File: src/rtl/ad1939_spi_config_sequencer_if.sv
// rtl/ad1939_spi_config_sequencer_if.sv - host and codec pin bundle for the AD1939 SPI config sequencer
interface ad1939_spi_config_sequencer_if;
    // Host control side
    logic       start;
    logic       cfg_wr_en;
    logic [4:0] cfg_addr;
    logic [7:0] cfg_wr_data;
    logic       busy;
    logic       done;
    logic       error;
    logic       pll_locked;
    logic [7:0] rd_data;
    // Codec control port pins
    logic       cclk;
    logic       clatch_n;
    logic       cin;
    logic       cout;

    // Sequencer view: takes host commands and the codec's COUT, drives everything else
    modport slave (
        input  start, cfg_wr_en, cfg_addr, cfg_wr_data, cout,
        output busy, done, error, pll_locked, rd_data, cclk, clatch_n, cin
    );

    // Host/codec view
    modport master (
        output start, cfg_wr_en, cfg_addr, cfg_wr_data, cout,
        input  busy, done, error, pll_locked, rd_data, cclk, clatch_n, cin
    );
endinterface

File: src/rtl/ad1939_spi_config_sequencer.sv
// rtl/ad1939_spi_config_sequencer.sv - AD1939 shadow-register writer and PLL-lock poller over SPI
module ad1939_spi_config_sequencer #(
    parameter int unsigned CLK_DIV       = 4,
    parameter int unsigned NUM_REGS      = 17,
    parameter int unsigned GAP_CYCLES    = 8,
    parameter int unsigned POLL_INTERVAL = 1000,
    parameter int unsigned POLL_MAX      = 64,
    parameter logic [6:0]  CHIP_ADDR     = 7'b0000100
) (
    input  logic                                clk_i,
    input  logic                                reset_i,
    ad1939_spi_config_sequencer_if.slave        bus_if
);

    typedef enum logic [2:0] {
        S_IDLE,
        S_LOAD,
        S_SHIFT,
        S_GAP,
        S_POLL_WAIT,
        S_DONE,
        S_ERR
    } state_t;

    localparam logic [7:0]  DIV_LAST   = 8'(CLK_DIV - 1);
    localparam logic [15:0] GAP_LAST   = 16'(GAP_CYCLES - 1);
    localparam logic [15:0] POLL_LAST  = 16'(POLL_INTERVAL - 1);
    localparam logic [15:0] POLL_LIMIT = 16'(POLL_MAX);
    localparam logic [5:0]  NUM_REGS_W = 6'(NUM_REGS);
    localparam logic [4:0]  LAST_REG   = 5'(NUM_REGS - 1);
    // PLL and clock control 1 holds the lock flag in bit 3
    localparam logic [4:0]  PLL_REG    = 5'd1;
    localparam logic [4:0]  LAST_BIT   = 5'd23;

    state_t      state_q, state_d;
    logic [4:0]  idx_q, idx_d;
    logic [15:0] poll_cnt_q, poll_cnt_d;
    logic [15:0] cnt_q, cnt_d;
    logic [7:0]  div_q, div_d;
    logic [4:0]  bit_q, bit_d;
    logic [23:0] shreg_q, shreg_d;
    logic        is_read_q, is_read_d;
    logic [7:0]  rx_q, rx_d;
    logic        cclk_q, cclk_d;
    logic        clatch_n_q, clatch_n_d;
    logic        cin_q, cin_d;
    logic [7:0]  rd_data_q, rd_data_d;
    logic        pll_locked_q, pll_locked_d;
    logic        busy_q, busy_d;
    logic        done_q, done_d;
    logic        error_q, error_d;

    logic [7:0]  shadow_q [NUM_REGS];

    logic        load_go;
    logic        load_rd;
    logic [4:0]  load_addr;
    logic [7:0]  load_data;

    // Host shadow writes, accepted in every state; out-of-range addresses are dropped
    always_ff @(posedge clk_i or posedge reset_i) begin
        if (reset_i) begin
            for (int i = 0; i < NUM_REGS; i++) begin
                shadow_q[i] <= 8'h00;
            end
        end else if (bus_if.cfg_wr_en && ({1'b0, bus_if.cfg_addr} < NUM_REGS_W)) begin
            shadow_q[bus_if.cfg_addr] <= bus_if.cfg_wr_data;
        end
    end

    // Address of the frame that would be loaded next, derived only from current state
    always_comb begin
        load_addr = PLL_REG;
        if (state_q == S_IDLE || state_q == S_DONE || state_q == S_ERR) begin
            load_addr = 5'd0;
        end else if (!is_read_q && idx_q != LAST_REG) begin
            load_addr = idx_q + 5'd1;
        end
    end

    // Shadow data for that frame, forwarding a write that lands on the same edge as the load
    always_comb begin
        load_data = shadow_q[load_addr];
        if (bus_if.cfg_wr_en && bus_if.cfg_addr == load_addr) begin
            load_data = bus_if.cfg_wr_data;
        end
    end

    // Sequencer next-state, SPI bit engine and status outputs
    always_comb begin
        state_d      = state_q;
        idx_d        = idx_q;
        poll_cnt_d   = poll_cnt_q;
        cnt_d        = cnt_q;
        div_d        = div_q;
        bit_d        = bit_q;
        shreg_d      = shreg_q;
        is_read_d    = is_read_q;
        rx_d         = rx_q;
        cclk_d       = cclk_q;
        clatch_n_d   = clatch_n_q;
        cin_d        = cin_q;
        rd_data_d    = rd_data_q;
        pll_locked_d = pll_locked_q;
        busy_d       = busy_q;
        done_d       = done_q;
        error_d      = error_q;
        load_go      = 1'b0;
        load_rd      = 1'b0;

        case (state_q)
            S_IDLE, S_DONE, S_ERR: begin
                if (bus_if.start) begin
                    load_go = 1'b1;
                    idx_d   = 5'd0;
                    busy_d  = 1'b1;
                    done_d  = 1'b0;
                    error_d = 1'b0;
                end
            end

            S_LOAD: begin
                state_d = S_SHIFT;
                div_d   = 8'd0;
                bit_d   = 5'd0;
            end

            S_SHIFT: begin
                if (div_q == DIV_LAST) begin
                    div_d = 8'd0;
                    if (!cclk_q) begin
                        // Rising CCLK: codec output is captured on the same clk edge
                        cclk_d = 1'b1;
                        rx_d   = {rx_q[6:0], bus_if.cout};
                    end else begin
                        cclk_d = 1'b0;
                        if (bit_q == LAST_BIT) begin
                            clatch_n_d = 1'b1;
                            cin_d      = 1'b0;
                            cnt_d      = 16'd0;
                            state_d    = S_GAP;
                            if (is_read_q) begin
                                rd_data_d    = rx_q;
                                pll_locked_d = rx_q[3];
                            end
                        end else begin
                            bit_d   = bit_q + 5'd1;
                            cin_d   = shreg_q[22];
                            shreg_d = {shreg_q[22:0], 1'b0};
                        end
                    end
                end else begin
                    div_d = div_q + 8'd1;
                end
            end

            S_GAP: begin
                if (cnt_q == GAP_LAST) begin
                    if (!is_read_q && idx_q != LAST_REG) begin
                        idx_d   = load_addr;
                        load_go = 1'b1;
                    end else if (!is_read_q) begin
                        load_go    = 1'b1;
                        load_rd    = 1'b1;
                        poll_cnt_d = 16'd1;
                    end else if (pll_locked_q) begin
                        state_d = S_DONE;
                        busy_d  = 1'b0;
                        done_d  = 1'b1;
                    end else if (poll_cnt_q == POLL_LIMIT) begin
                        state_d = S_ERR;
                        busy_d  = 1'b0;
                        error_d = 1'b1;
                    end else begin
                        state_d = S_POLL_WAIT;
                        cnt_d   = 16'd0;
                    end
                end else begin
                    cnt_d = cnt_q + 16'd1;
                end
            end

            S_POLL_WAIT: begin
                if (cnt_q == POLL_LAST) begin
                    poll_cnt_d = poll_cnt_q + 16'd1;
                    load_go    = 1'b1;
                    load_rd    = 1'b1;
                end else begin
                    cnt_d = cnt_q + 16'd1;
                end
            end

            default: begin
                state_d = S_IDLE;
            end
        endcase

        // Entering LOAD latches the whole frame and opens the latch with bit 23 already on CIN
        if (load_go) begin
            state_d    = S_LOAD;
            is_read_d  = load_rd;
            shreg_d    = {CHIP_ADDR, load_rd, 3'b000, load_addr, (load_rd ? 8'h00 : load_data)};
            cin_d      = shreg_d[23];
            clatch_n_d = 1'b0;
            cclk_d     = 1'b0;
        end
    end

    // State and datapath registers; reset releases the latch at once, aborting any frame
    always_ff @(posedge clk_i or posedge reset_i) begin
        if (reset_i) begin
            state_q      <= S_IDLE;
            idx_q        <= 5'd0;
            poll_cnt_q   <= 16'd0;
            cnt_q        <= 16'd0;
            div_q        <= 8'd0;
            bit_q        <= 5'd0;
            shreg_q      <= 24'd0;
            is_read_q    <= 1'b0;
            rx_q         <= 8'd0;
            cclk_q       <= 1'b0;
            clatch_n_q   <= 1'b1;
            cin_q        <= 1'b0;
            rd_data_q    <= 8'd0;
            pll_locked_q <= 1'b0;
            busy_q       <= 1'b0;
            done_q       <= 1'b0;
            error_q      <= 1'b0;
        end else begin
            state_q      <= state_d;
            idx_q        <= idx_d;
            poll_cnt_q   <= poll_cnt_d;
            cnt_q        <= cnt_d;
            div_q        <= div_d;
            bit_q        <= bit_d;
            shreg_q      <= shreg_d;
            is_read_q    <= is_read_d;
            rx_q         <= rx_d;
            cclk_q       <= cclk_d;
            clatch_n_q   <= clatch_n_d;
            cin_q        <= cin_d;
            rd_data_q    <= rd_data_d;
            pll_locked_q <= pll_locked_d;
            busy_q       <= busy_d;
            done_q       <= done_d;
            error_q      <= error_d;
        end
    end

    assign bus_if.cclk       = cclk_q;
    assign bus_if.clatch_n   = clatch_n_q;
    assign bus_if.cin        = cin_q;
    assign bus_if.busy       = busy_q;
    assign bus_if.done       = done_q;
    assign bus_if.error      = error_q;
    assign bus_if.pll_locked = pll_locked_q;
    assign bus_if.rd_data    = rd_data_q;

endmodule

File: src/flat_wrapper.sv
// flat-port wrapper written by rule: the top's interface ports become plain ports
module ad1939_spi_config_sequencer_flat 
#(
    parameter int unsigned CLK_DIV       = 4,
    parameter int unsigned NUM_REGS      = 17,
    parameter int unsigned GAP_CYCLES    = 8,
    parameter int unsigned POLL_INTERVAL = 1000,
    parameter int unsigned POLL_MAX      = 64,
    parameter logic [6:0]  CHIP_ADDR     = 7'b0000100
)
  (clk_i, reset_i, bus_if_start, bus_if_cfg_wr_en, bus_if_cfg_addr, bus_if_cfg_wr_data, bus_if_cout, bus_if_busy, bus_if_done, bus_if_error, bus_if_pll_locked, bus_if_rd_data, bus_if_cclk, bus_if_clatch_n, bus_if_cin);
  ad1939_spi_config_sequencer_if bus_if_i ();
  input  logic clk_i;
  input  logic reset_i;
  input wire logic [$bits(bus_if_i.start)-1:0] bus_if_start;
  input wire logic [$bits(bus_if_i.cfg_wr_en)-1:0] bus_if_cfg_wr_en;
  input wire logic [$bits(bus_if_i.cfg_addr)-1:0] bus_if_cfg_addr;
  input wire logic [$bits(bus_if_i.cfg_wr_data)-1:0] bus_if_cfg_wr_data;
  input wire logic [$bits(bus_if_i.cout)-1:0] bus_if_cout;
  output wire logic [$bits(bus_if_i.busy)-1:0] bus_if_busy;
  output wire logic [$bits(bus_if_i.done)-1:0] bus_if_done;
  output wire logic [$bits(bus_if_i.error)-1:0] bus_if_error;
  output wire logic [$bits(bus_if_i.pll_locked)-1:0] bus_if_pll_locked;
  output wire logic [$bits(bus_if_i.rd_data)-1:0] bus_if_rd_data;
  output wire logic [$bits(bus_if_i.cclk)-1:0] bus_if_cclk;
  output wire logic [$bits(bus_if_i.clatch_n)-1:0] bus_if_clatch_n;
  output wire logic [$bits(bus_if_i.cin)-1:0] bus_if_cin;
  assign bus_if_i.start = bus_if_start;
  assign bus_if_i.cfg_wr_en = bus_if_cfg_wr_en;
  assign bus_if_i.cfg_addr = bus_if_cfg_addr;
  assign bus_if_i.cfg_wr_data = bus_if_cfg_wr_data;
  assign bus_if_i.cout = bus_if_cout;
  assign bus_if_busy = bus_if_i.busy;
  assign bus_if_done = bus_if_i.done;
  assign bus_if_error = bus_if_i.error;
  assign bus_if_pll_locked = bus_if_i.pll_locked;
  assign bus_if_rd_data = bus_if_i.rd_data;
  assign bus_if_cclk = bus_if_i.cclk;
  assign bus_if_clatch_n = bus_if_i.clatch_n;
  assign bus_if_cin = bus_if_i.cin;
  ad1939_spi_config_sequencer #(.CLK_DIV(CLK_DIV), .NUM_REGS(NUM_REGS), .GAP_CYCLES(GAP_CYCLES), .POLL_INTERVAL(POLL_INTERVAL), .POLL_MAX(POLL_MAX), .CHIP_ADDR(CHIP_ADDR)) u_core (.clk_i(clk_i), .reset_i(reset_i), .bus_if(bus_if_i));
endmodule
File: config.mk
export PLATFORM = sky130hd
export DESIGN_NAME = ad1939_spi_config_sequencer_flat
export DESIGN_NICKNAME = d
export VERILOG_FILES = /design/src/rtl/ad1939_spi_config_sequencer_if.sv /design/src/rtl/ad1939_spi_config_sequencer.sv /design/src/flat_wrapper.sv
export SDC_FILE = /design/constraint.sdc
export NUM_CORES = 1
export LEC_CHECK = 0
export BUFFER_PORTS_ARGS = -buffer_cell sky130_fd_sc_hd__buf_4
export CAP_MARGIN = 20
export CORE_ASPECT_RATIO = 0.6
export CORE_MARGIN = 3
export CORE_UTILIZATION = 40
export CTS_BUF_LIST = sky130_fd_sc_hd__clkbuf_8
export CTS_CLUSTER_DIAMETER = 80
export DETAILED_ROUTE_END_ITERATION = 6
export GPL_TIMING_DRIVEN = 0
export PLACE_DENSITY_LB_ADDON = 0.08
export SLEW_MARGIN = 25
export SYNTH_ARGS = -nofsm -noshare
export SYNTH_HDL_FRONTEND = slang
export SYNTH_SLANG_ARGS = --single-unit
File: constraint.sdc
create_clock -name clk_i -period 13.35 [get_ports clk_i]
set_input_delay 2.67 -clock clk_i [delete_from_list [all_inputs] [get_ports clk_i]]
set_output_delay 2.67 -clock clk_i [all_outputs]
set_load 0.1 [all_outputs]
### Yosys cells after proc, flatten, opt, wreduce, memory -nomap -nowiden

Cells that the tools add are included.

* equal/unequal tests: 41
* bitwise logic cells: 3
* shift-type cells: 0
* $lt $le $gt $ge: 4
* $add $sub $neg: 5
* reduce and logical (&&, ||, !) cells: 32
* divide/modulo/power cells: 0
* $mul: 0
* multiplexer cells: 92

Operators by type and width (count)
* $mux W16: 13
* $bwmux W136: 1
* $mux W23: 5
* $mux W8: 6
* $pmux W16 S3: 1
* $bmux W8 S5: 1
* $demux W8 S5: 1
* $mux W5: 8
* $mux W1: 37
* $add A16 B1 Y16 const B: 2
* $pmux W16 S2: 1
* $mux W3: 8
* $ne A2 B1 Y1 const B: 11
* $pmux W5 S2: 2
* $ne A3 B1 Y1 const B: 6
* $eq A16 B10 Y1 const B: 1
* $eq A16 B3 Y1 const B: 1
* $eq A16 B7 Y1 const B: 1
* $pmux W8 S2: 1
* $reduce_and A4 Y1: 4
* $reduce_and A7 Y1: 2
* $reduce_bool A2 Y1: 7
* $ge A6 B6 Y1 const B: 2
* $ne A2 B2 Y1 const B: 6
* 31 further kinds: 49

* bits in latches: 0
* memory bits (read-only): 0
* memories: 0
* input port bits: 18
* flip-flop bits (word level): 236
* RAM bits: 0
* output and inout port bits: 15

### Longest topological paths before layout

Gate-level depths: netlist (run 1).

* depth in word-level cells: 11
* gate-level depth with buffers: 14
* mapped depth without buffers: 10

### Worst setup path before layout (run 1)

No wires, ideal clock.

* path type: input port to flip-flop
* start: input port bus_if_cfg_addr[3]
* end: register u_core.shreg_q[0]
* path slack: 8779 ps
* required time: 13226 ps
* buffers on the path: 2
* arrival time: 4447 ps
* stages on the path: 8
* cell sequence: clkbuf_1 xnor3_1 a32oi_1 o32ai_1 o2111ai_1 clkbuf_1 o311ai_0 o2bb2ai_1

* word-level cells in the longest chain between the ends: 5

Ends and longest elaborated chain
* start: declaration: line flat_wrapper.sv:17 `input wire logic [$bits(bus_if_i.cfg_addr)-1:0] bus_if_cfg_addr;`
* $eq A5 B5 Y1: line ad1939_spi_config_sequencer.sv:84 `if (bus_if.cfg_wr_en && bus_if.cfg_addr == load_addr) begin`
* $logic_and A1 B1 Y1: line ad1939_spi_config_sequencer.sv:84
* $mux W8: line ad1939_spi_config_sequencer.sv:84
* $mux W8: line ad1939_spi_config_sequencer.sv:202 `shreg_d = {CHIP_ADDR, load_rd, 3'b000, load_addr, (load_rd ? 8'h00 : load_data)};`
* $mux W23: line ad1939_spi_config_sequencer.sv:199 `if (load_go) begin`
* end signal: assignment: line ad1939_spi_config_sequencer.sv:236 `shreg_q <= shreg_d;`
* end: declaration: line ad1939_spi_config_sequencer.sv:41 `logic [23:0] shreg_q, shreg_d;`

No other way between the ends.
A chain may end at the register's enable or synchronous reset.

### Worst setup path after layout (run 1)

* start: input port bus_if_cfg_addr[3]
* end: register u_core.shreg_q[7]

Same word-level chain as after synthesis.

==> results of run 1 <==
==> flip-flops by register name, summed over array words and instances (netlist names), 3 cells and up <==
name,count
u_core.div_q,8
u_core.idx_q,5
u_core.shreg_q,23
u_core.rx_q,8
u_core.bit_q,5
u_core.state_q,3
u_core.bus_if.rd_data,8
u_core.shadow_q,136
u_core.cnt_q,16
u_core.poll_cnt_q,16
==> cell usage in the layout (no fill, tap or decap), types with 13 or more instances in the layout <==
cell      netlist  layout
nand2b_1       13      13
nor2_1         72      69
clkbuf_8        0      50
mux2_2        156     156
buf_4           1      33
nor3_1         19      17
nand2_1       116     116
o21ai_0        72      72
dfrtp_1       234     234
nand3_1        57      57
xor2_1         21      21
inv_1          21      35
a21oi_1        46      46
clkbuf_1       47      47
==> per-layer routing <==
metal	vias up	track usage (%)
li1	4093	-
met1	4519	37.78
met2	306	28.62
met3	51	6.133
met4	0	4.970
met5	-	0
==> cell usage after synthesis, drive strengths merged, types with 4 or more instances <==
cell	instances	area, sq um
xnor2	10	87.58
mux2	156	1757
and3	9	57.56
o311ai	4	35.03
dfrtp	234	5856
a21oi	46	230.2
ha	7	87.58
o221ai	10	87.58
o21a	6	45.04
buf	10	61.31
o22ai	5	31.28
a31oi	10	62.56
nand2b	13	81.33
nor3b	6	45.04
nor2	72	270.3
or3	8	55.05
o2111ai	4	35.03
a211oi	5	42.54
xor2	21	183.9
inv	21	78.83
mux2i	8	80.08
o31ai	5	37.54
nand3	57	285.3
nor3	20	105.1
nand2	116	435.4
o21ai	73	365.4
a221oi	5	43.79
nor4	14	102.6
o32ai	5	43.79
a211o	4	35.03
nor2b	6	37.54
clkbuf	48	181.4
nand4	9	56.30
==> how the worst min path moves through the flow <==
stage	start	end	depth (start not counted)
finish	u_core.shreg_q[18]	u_core.shreg_q[19]	2
global route	u_core.shadow_q[38]	u_core.shadow_q[38]	1
detailed placement	u_core.shadow_q[38]	u_core.shadow_q[38]	1
floorplan	u_core.shreg_q[18]	u_core.shreg_q[19]	2
global placement	u_core.bus_if.error	u_core.bus_if.error	1
CTS	u_core.shadow_q[38]	u_core.shadow_q[38]	1
==> worst max-delay path, cell delays in order <==
cell,delay (ps)
clkbuf_1,410
xnor3_1,500
a32oi_1,200
o32ai_1,120
o2111ai_1,430
clkbuf_1,500
o221ai_1,290
a21oi_1,240
==> kinds of logic after synthesis <==
logic type,count (synthesis)
flops,235
fa+ha+maj,7
simple gates,354
mux,166
xor+xnor,32
buf+inv,79
compound gates,208
==> stage by stage <==
| step | hold slack (ps) | cell area (sq um) | cells | setup slack [ps] |
|---|---|---|---|---|
| global placement | 477.3 | 12240 | 1478 | 1125 |
| detailed placement | 486.5 | 12370 | 1485 | 7995 |
| finish | 498.2 | 13170 | 1554 | 8427 |
| global route | 516.3 | 13170 | 1554 | 8363 |
| floorplan | 463.9 | 11550 | 1081 | 4235 |
| CTS | 501.2 | 13160 | 1554 | 8399 |
==> cell type report <==
| cell class | count | area (sq um) |
|---|---|---|
| fillers | 2697 | 14820 |
| flip-flops and latches | 235 | 5882 |
| multi-input cells | 767 | 5394 |
| clock buffers | 50 | 688.2 |
| well taps | 367 | 459.2 |
| repair buffers | 37 | 316.6 |
| plain buffers | 58 | 242.7 |
| clock inverters | 19 | 101.3 |
| inverters | 21 | 86.33 |
==> where the power goes <==
| group | switching [uW] | internal, uW |
|---|---|---|
| Clock | 297 | 354 |
| Combinational | 435 | 218 |
| Sequential | 69.1 | 828 |
| Total | 801 | 1400 |
==> impl_metrics.env, run 1 <==
export IMPL_status="finished clean"
export IMPL_synth_cell_types=74
export IMPL_ant_nets=0
export IMPL_grt_pass1_vias=8693
export IMPL_met2_wirelength_um=12640
export IMPL_cellLeakagePower_uw=0.005856
export IMPL_end_kind="register"
export IMPL_fin_crit_sh_pct=36.88
export IMPL_hold_viol_final=0
export IMPL_synth_edf_count=0
export IMPL_timing_rr_end="u_core.shreg_q[1]"
export IMPL_synth_seq_cells=235
export IMPL_maxCapViolCount=0
export IMPL_required_ps=13810
export IMPL_fp_dieW_um=225.4
export IMPL_die_area_sq_um=31020
export IMPL_vias=8969
export IMPL_overflow=0
export IMPL_fin_util_pct=47.05
export IMPL_grt_max_degree=93
export IMPL_port_buffers=30
export IMPL_layout_drive_gt1_share_pct=23.67
export IMPL_max_clock_freq_mhz=203.1
export IMPL_post_cts_resized=0
export IMPL_post_cts_buffers=0
export IMPL_antennaDiodeCount=0
export IMPL_final_setup_tns_ps=0
export IMPL_antenna_found_initial=0
export IMPL_highest_layer="met4"
export IMPL_synthCells=1081
export IMPL_ys_warn_count=0
export IMPL_r2r_start="u_core.idx_q[0]"
export IMPL_dp_hpwl_um=24190
export IMPL_ios=33
export IMPL_synth_area_per_cell_sq_um=10.69
export IMPL_synth_main_ff_cell="dfrtp_1"
export IMPL_cts_buffer_depth=3
export IMPL_cts_buffers=38
export IMPL_yosys_area_share_simple_pct=15.07
export IMPL_crit_type="in -> reg"
export IMPL_slew_headroom_pct=35.21
export IMPL_async_flop_share_pct=100.0
export IMPL_wl_um=34350
export IMPL_crit_end="u_core.shreg_q[7]"
export IMPL_drt_initial_drc_count=866
export IMPL_wl_met3_um=2681
export IMPL_grt_util_all_layers_pct=22.87
export IMPL_clk_pin_slew_ps=70
export IMPL_clock_sinks=235
export IMPL_cp_data_arrival_time_ps=5380
export IMPL_synth_area_sq_um=11550
export IMPL_routed_via_density=5.772
export IMPL_drc=0
export IMPL_die_height_um=137.6
export IMPL_rsz0062_at_grt="false"
export IMPL_yosys_area_share_adder_pct=0.7582
export IMPL_ys_seq_area_share_pct=50.92
export IMPL_start_util_pct=41.27
export IMPL_gp_congestion=0.8379
export IMPL_fin_nets=1183
export IMPL_wl_met1_um=18510
export IMPL_worst_slew_pin_slew_ps=968.3
export IMPL_p_per_area_nw_per_um2=167.1
export IMPL_syn_nets=1106
export IMPL_power_total_uw=2200
export IMPL_first_pass_iters=5
export IMPL_hold_buffers=0
export IMPL_cts_tree="built"
export IMPL_synth_compound_area_share_pct=11.63
export IMPL_rows=47
export IMPL_critical_path_startpoint="bus_if_cfg_addr[3]"
export IMPL_syn2layout_area_growth_pct=14.02
export IMPL_muxShareOfSynthArea_pct=16.29
export IMPL_reg2reg_slack_ps=8680
export IMPL_irDropWorstVdd_mv=0.06362
export IMPL_critPathLaunchType="primary input"
export IMPL_r2r_cells=12
export IMPL_grt_pass1_wl_um=53780
export IMPL_clk_latency_ps=550
export IMPL_hp_class="reg -> reg"
export IMPL_avgRoutedWirePerCell_um=22.10
export IMPL_cp_max_fo=10
export IMPL_synth_top_family_by_area="multiplexers"
export IMPL_finalCriticalPeriod_ps=4923
export IMPL_slew_violations=0
export IMPL_synthXorXnorAreaFrac_pct=2.545
export IMPL_skew_ps=14.21
export IMPL_htreeDepth=2
export IMPL_setup_viol=0
export IMPL_ctsRootBufferMaster="clkbuf_8"
export IMPL_core_area_sq_um=27990
Power figures use the tool's default switching activity.
==> run 2: changes to the inputs <==
Settings changed: ABC_AREA set to 1.
Clock period 13.35 ns to 4.5 ns, I/O delays scaled along.
==> run 2 against run 1 <==
Total power grew to 3.1 times the previous value. Hold slack worse by 120 ps. Flip-flop and latch count stayed put. Sequential share of layout area is 1.1 points lower. Critical path depth stayed put. Utilization is 0.37 points lower. Die area is 2.5% higher. Cell area is 2.6% higher. Non-clock buffer count is 11 higher. Critical path type unchanged. Largest cell class unchanged.
==> impl_metrics.env, run 2 <==
export IMPL_antennaDiodeCount=0
export IMPL_crit_type="in -> reg"
export IMPL_largest_reg_flops=136
export IMPL_cts_buffers=40
export IMPL_maxCapViolCount=0
export IMPL_first_pass_iters=6
export IMPL_reg_largest_list="u_core.shadow_q x136, u_core.shreg_q x23"
export IMPL_irDropWorstVdd_mv=0.1874
export IMPL_ant_nets=0
export IMPL_required_ps=4900
export IMPL_post_cts_resized=0
export IMPL_cp_data_arrival_time_ps=3300
export IMPL_path_cells="buf_4 -> nor2_1 -> nand2_1 -> a21oi_1 -> nand2_1 -> nor2_1 -> clkbuf_1 -> o21ai_0"
export IMPL_dp_hpwl_um=29100
export IMPL_power_total_uw=6729
export IMPL_cellLeakagePower_uw=0.006423
export IMPL_num_fill_cells=2958
export IMPL_finalCriticalPeriod_ps=2897
export IMPL_cp_num_buf_inv=2
export IMPL_drc=0
export IMPL_synth_area_per_cell_sq_um=7.732
export IMPL_synthCells=1532
export IMPL_clk_latency_ps=570
export IMPL_yosysMostFrequentCell="nand2_1"
export IMPL_syn2layout_area_growth_pct=14.09
export IMPL_yosysTopAreaCellShare_pct=49.43
export IMPL_ctsRootBufferMaster="clkbuf_8"
export IMPL_status="finished clean"
export IMPL_avgRoutedWirePerCell_um=19.27
export IMPL_end_kind="register"
export IMPL_p_per_area_nw_per_um2=497.9
export IMPL_yosys_top_cells_area="dfrtp_1 (49%), nand2_1 (12%), o21ai_0 (6.1%)"
export IMPL_max_clock_freq_mhz=345.1
export IMPL_core_area_sq_um=28950
export IMPL_wl_um=39310
export IMPL_largest_register="u_core.shadow_q"
export IMPL_synth_top_cells_by_count="nand2_1 (387), dfrtp_1 (234), inv_1 (152)"
export IMPL_grt_max_degree=31
export IMPL_cts_tree="built"
export IMPL_routed_via_density=5.319
export IMPL_layout_common_cells="nand2_1 (387), dfrtp_1 (234), inv_1 (168)"
export IMPL_hold_buffers=0
export IMPL_drt_initial_drc_count=1233
export IMPL_stdcell_count=2040
export IMPL_mostFrequentLayoutCell="nand2_1"
export IMPL_fin_nets=1639
export IMPL_overflow=0
export IMPL_syn_nets=1557
export IMPL_rsz0062_at_grt="false"
export IMPL_skew_ps=25.26
export IMPL_worst_slew_pin_slew_ps=948.3
export IMPL_cp_max_fo=10
export IMPL_layout_drive_gt1_share_pct=8.659
export IMPL_regArea_sq_um=5882
export IMPL_slowest_stage="nor2_1"
export IMPL_gp_congestion=0.9257
export IMPL_max_stage_delay_ps=750
export IMPL_fin_crit_sh_pct=64.39
export IMPL_fp_dieW_um=228.2
export IMPL_antenna_found_initial=0
export IMPL_vias=10850
export IMPL_multi_input_area_sq_um=5055
export IMPL_setup_viol=0
export IMPL_port_buffers=31
export IMPL_hp_class="in -> async"
export IMPL_post_cts_buffers=0
export IMPL_synth_cell_types=45
export IMPL_cts_buffer_depth=3
export IMPL_rows=48
export IMPL_synth_largest_area_cell="dfrtp_1"
export IMPL_synth_edf_count=0
export IMPL_ys_warn_count=0
export IMPL_grt_pass1_wl_um=61810
export IMPL_slew_violations=0
export IMPL_htreeDepth=2
export IMPL_synth_seq_cells=235
export IMPL_die_height_um=139.3
export IMPL_ios=33
export IMPL_synth_area_sq_um=11850
export IMPL_async_flop_share_pct=100.0
export IMPL_grt_util_all_layers_pct=25.19
export IMPL_crit_family="simple AND/OR/NAND/NOR gates"
export IMPL_die_area_sq_um=31780
export IMPL_start_util_pct=40.92
export IMPL_clock_sinks=235
export IMPL_synth_main_ff_cell="dfrtp_1"
export IMPL_critPathLaunchType="primary input"
export IMPL_grt_pass1_vias=10300
export IMPL_reg2reg_slack_ps=1710
export IMPL_hold_viol_final=0
export IMPL_clk_pin_slew_ps=70
export IMPL_slew_headroom_pct=36.55
export IMPL_dpl_cell_count=1972
export IMPL_ys_seq_area_share_pct=49.66
## run 2: cell types whose count changed in the layout (fill, tap and decap cells not counted), sizes merged, moves of 11 or more
cell    change
nor2       +79
o21ai      +73
buf        +19
clkbuf     -11
inv       +141
a21oi      +46
nand2     +278
nand3      +83
mux2      -155
## run 2: area by class of cell
| type | count | area share (%) |
|---|---|---|
| flip-flops and latches | 235 | 43.52 |
| multi-input cells | 1068 | 37.40 |
| clock buffers | 47 | 4.787 |
| inverters | 163 | 4.555 |
| well taps | 400 | 3.703 |
| repair buffers | 40 | 3.166 |
| plain buffers | 66 | 2.194 |
| clock inverters | 21 | 0.6666 |
## run 2: stage by stage
step	instance area (sq um)	hold WS, ps	setup TNS (ps)	setup WS, ps	util (%)
final	13510	375.7	0	1603	46.68
after global routing	13510	393.4	0	1465	46.68
after CTS	13510	364.9	0	1800	46.68
after detailed placement	12780	471.4	0	1237	44.14
after global placement	12580	463.0	-257460	-1132	43.46
after floorplan	11850	443.7	0	522.9	-
## run 2: layer usage
metal	part of all wire (%)	vias up	GRT usage (%)
met3	12	39	8.142
met1	51	5174	41.53
li1	-	5168	-
met4	1.2	0	4.778
met5	0	-	0
met2	36	470	31.14
## run 2: worst paths after layout
kind                       cells after the start                  from                   end
max reg2reg                                   18       u_core.idx_q[0]     u_core.shreg_q[3]
max in group asynchronous                      6               reset_i      u_core.cnt_q[14]
max                                            8    bus_if_cfg_addr[3]   u_core.shadow_q[43]
min                                            2               reset_i   u_core.shadow_q[15]
min in group clk_i                             2  u_core.shadow_q[124]  u_core.shadow_q[124]
min reg2reg                                    2  u_core.shadow_q[124]  u_core.shadow_q[124]
## run 2: logic make-up after synthesis
group	count (synthesis)	share of synthesized area (%)
AND/OR/NAND/NOR	753	27.17
AO/OA/AOI/OAI	282	12.82
flip-flops	235	49.66
buffers and inverters	229	7.669
XOR/XNOR	25	1.849
adder cells (fa/ha/maj)	7	0.7394
multiplexers	1	0.09506
## run 2: power breakdown
group	switching, uW	total (uW)	internal (uW)
Sequential	210	2670	2460
Combinational	1580	2190	611
Clock	918	1860	945
Total	2710	6730	4020
==> run 3: changes to the inputs <==
Settings changed: ABC_AREA 1 to 0.
Clock period 4.5 ns to 2.78 ns, I/O delays scaled along.
==> run 3 against run 2 <==
The run now ends with setup timing left. Routed wire length down 10%. Clock power up 65%. Worst setup slack worse by 1700 ps. Combinational power up 95%. First-iteration DRC count down 53%. Cell count down 22%. Via count down 15%. Non-clock buffer count up 31. Utilization up 5.2 points. Total power up 73%. Cell area up 7.4%. Hold slack worse by 290 ps. Critical endpoint is now u_core.cnt_q[13].
==> impl_metrics.env, run 3 (synthesized netlist as in run 1, its figures left out) <==
export IMPL_r2r_cells=8
export IMPL_fin_crit_sh_pct=105.2
export IMPL_layout_drive_gt1_share_pct=35.83
export IMPL_fp_dieW_um=225.4
export IMPL_clk_latency_ps=560
export IMPL_fin_nets=1227
export IMPL_core_area_sq_um=27990
export IMPL_end_kind="register"
export IMPL_antenna_found_initial=0
export IMPL_timing_rr_end="u_core.cnt_q[13]"
export IMPL_first_pass_iters=5
export IMPL_grt_pass1_vias=9062
export IMPL_cp_max_fo=8
export IMPL_cts_buffer_depth=3
export IMPL_grt_pass1_wl_um=54490
export IMPL_violations="setup timing"
export IMPL_largest_reg_flops=136
export IMPL_hp_class="in -> async"
export IMPL_cp_common_cell="a21oi_2"
export IMPL_grt_max_degree=31
export IMPL_crit_family="simple AND/OR/NAND/NOR gates"
export IMPL_hold_buffers=0
export IMPL_path_cells="or4_4 -> o41ai_4 -> a21oi_2 -> a211o_1 -> buf_6 -> or3_4 -> or3_1 -> a21oi_2"
export IMPL_place_area_sq_um=12490
export IMPL_port_buffers=30
export IMPL_skew_ps=22.83
export IMPL_clk_pin_slew_ps=60
export IMPL_cts_buffers=39
export IMPL_ios=33
export IMPL_gp_congestion=0.8751
export IMPL_power_total_uw=11630
export IMPL_num_fill_cells=2510
export IMPL_status="finished with violations"
export IMPL_routed_via_density=5.791
export IMPL_slowest_stage="or4_4"
export IMPL_grt_util_all_layers_pct=23.01
export IMPL_max_stage_delay_ps=570
export IMPL_rsz0062_at_grt="true"
export IMPL_syn2layout_area_growth_pct=25.66
export IMPL_cp_num_buf_inv=1
export IMPL_slew_violations=0
export IMPL_die_area_sq_um=31020
export IMPL_critPathLaunchType="register"
export IMPL_fin_ws_ps=-143.5
export IMPL_worst_slew_pin_slew_ps=762.3
export IMPL_fin_area_sq_um=14520
export IMPL_cellLeakagePower_uw=0.006355
export IMPL_r2r_start="u_core.div_q[4]"
export IMPL_required_ps=3250
export IMPL_avgRoutedWirePerCell_um=22.08
export IMPL_reg_largest_list="u_core.shadow_q x136, u_core.shreg_q x23"
export IMPL_dp_hpwl_um=24400
export IMPL_fin_util_pct=51.86
export IMPL_max_clock_freq_mhz=342.1
export IMPL_wl_um=35220
export IMPL_cts_tree="built"
export IMPL_overflow=0
export IMPL_largest_register="u_core.shadow_q"
export IMPL_maxCapViolCount=0
export IMPL_setup_viol=13
export IMPL_ant_nets=0
export IMPL_vias=9237
export IMPL_final_setup_tns_ps=-899.3
export IMPL_clock_sinks=235
export IMPL_antennaDiodeCount=0
export IMPL_hold_viol_final=0
export IMPL_ctsRootBufferMaster="clkbuf_8"
export IMPL_cp_data_arrival_time_ps=3390
export IMPL_finalCriticalPeriod_ps=2923
export IMPL_rows=47
export IMPL_irDropWorstVdd_mv=0.3945
export IMPL_layout_common_cells="dfrtp_1 (230), mux2_2 (156), nand2_1 (111)"
export IMPL_start_util_pct=41.27
export IMPL_drc=0
export IMPL_slew_headroom_pct=49.18
export IMPL_mostFrequentLayoutCell="dfrtp_1"
export IMPL_p_per_area_nw_per_um2=801.0
export IMPL_die_height_um=137.6
export IMPL_reg2reg_slack_ps=-140
export IMPL_crit_type="reg -> reg"
export IMPL_htreeDepth=2
export IMPL_drt_initial_drc_count=580
run 3: power by group:
| group | switching [uW] | total (uW) | leakage [uW] | internal [uW] |
|---|---|---|---|---|
| Sequential | 337 | 4310 | 0.00307 | 3980 |
| Clock | 1420 | 3060 | 0.000446 | 1630 |
| Combinational | 2500 | 4260 | 0.00284 | 1760 |
run 3: worst max path at each step:
stage	endpoint	startpoint	slack, ps	depth (start not counted)
after global placement	u_core.shadow_q[131]	reset_i	-2520	2
final	u_core.cnt_q[13]	u_core.div_q[4]	-140	8
after floorplan	u_core.bit_q[0]	reset_i	-850	1
after CTS	u_core.cnt_q[8]	u_core.div_q[1]	-90	9
after detailed placement	u_core.shreg_q[1]	u_core.idx_q[0]	-1400	13
after global routing	u_core.cnt_q[13]	u_core.div_q[4]	-210	8
run 3: layout make-up:
cell class | instances | area (sq um) | area share [%]
well taps | 367 | 459.2 | 3.164
flip-flops and latches | 235 | 5887 | 40.56
clock inverters | 16 | 65.06 | 0.4482
plain buffers | 48 | 340.3 | 2.345
clock buffers | 51 | 701.9 | 4.836
repair buffers | 89 | 850.8 | 5.862
multi-input cells | 768 | 6117 | 42.14
inverters | 21 | 93.84 | 0.6465
run 3: worst register-to-register path, stage by stage (launching register included):
cell and delay [ps]:
dfrtp_1 390, or4_4 570, o41ai_4 370, a21oi_2 110, a211o_1 330, buf_6 130
or3_4 420, or3_1 390, a21oi_2 130
run 3: timing repair:
action                     4_1_cts  5_1_grt
resized for setup              134       81
setup buffers                   30       14
pin swaps                       49       42
gates cloned                     2        1
setup endpoints to repair       57       52
run 3: per-stage QoR:
stage,hold slack (ps),worst slack (ps),cells
floorplan,463.9,-853.1,1081
global placement,482.5,-2522,1478
detailed placement,487.5,-1403,1491
CTS,71.88,-88.50,1583
finish,83.84,-143.5,1595
global route,95.12,-211.7,1595
run 3: metal layers:
metal	track usage, %	up-vias	wire length, um
met2	29.55	254	13600
met3	5.750	50	2534
met1	37.74	4737	18640
li1	-	4196	-
met5	0	-	0
met4	4.900	0	448
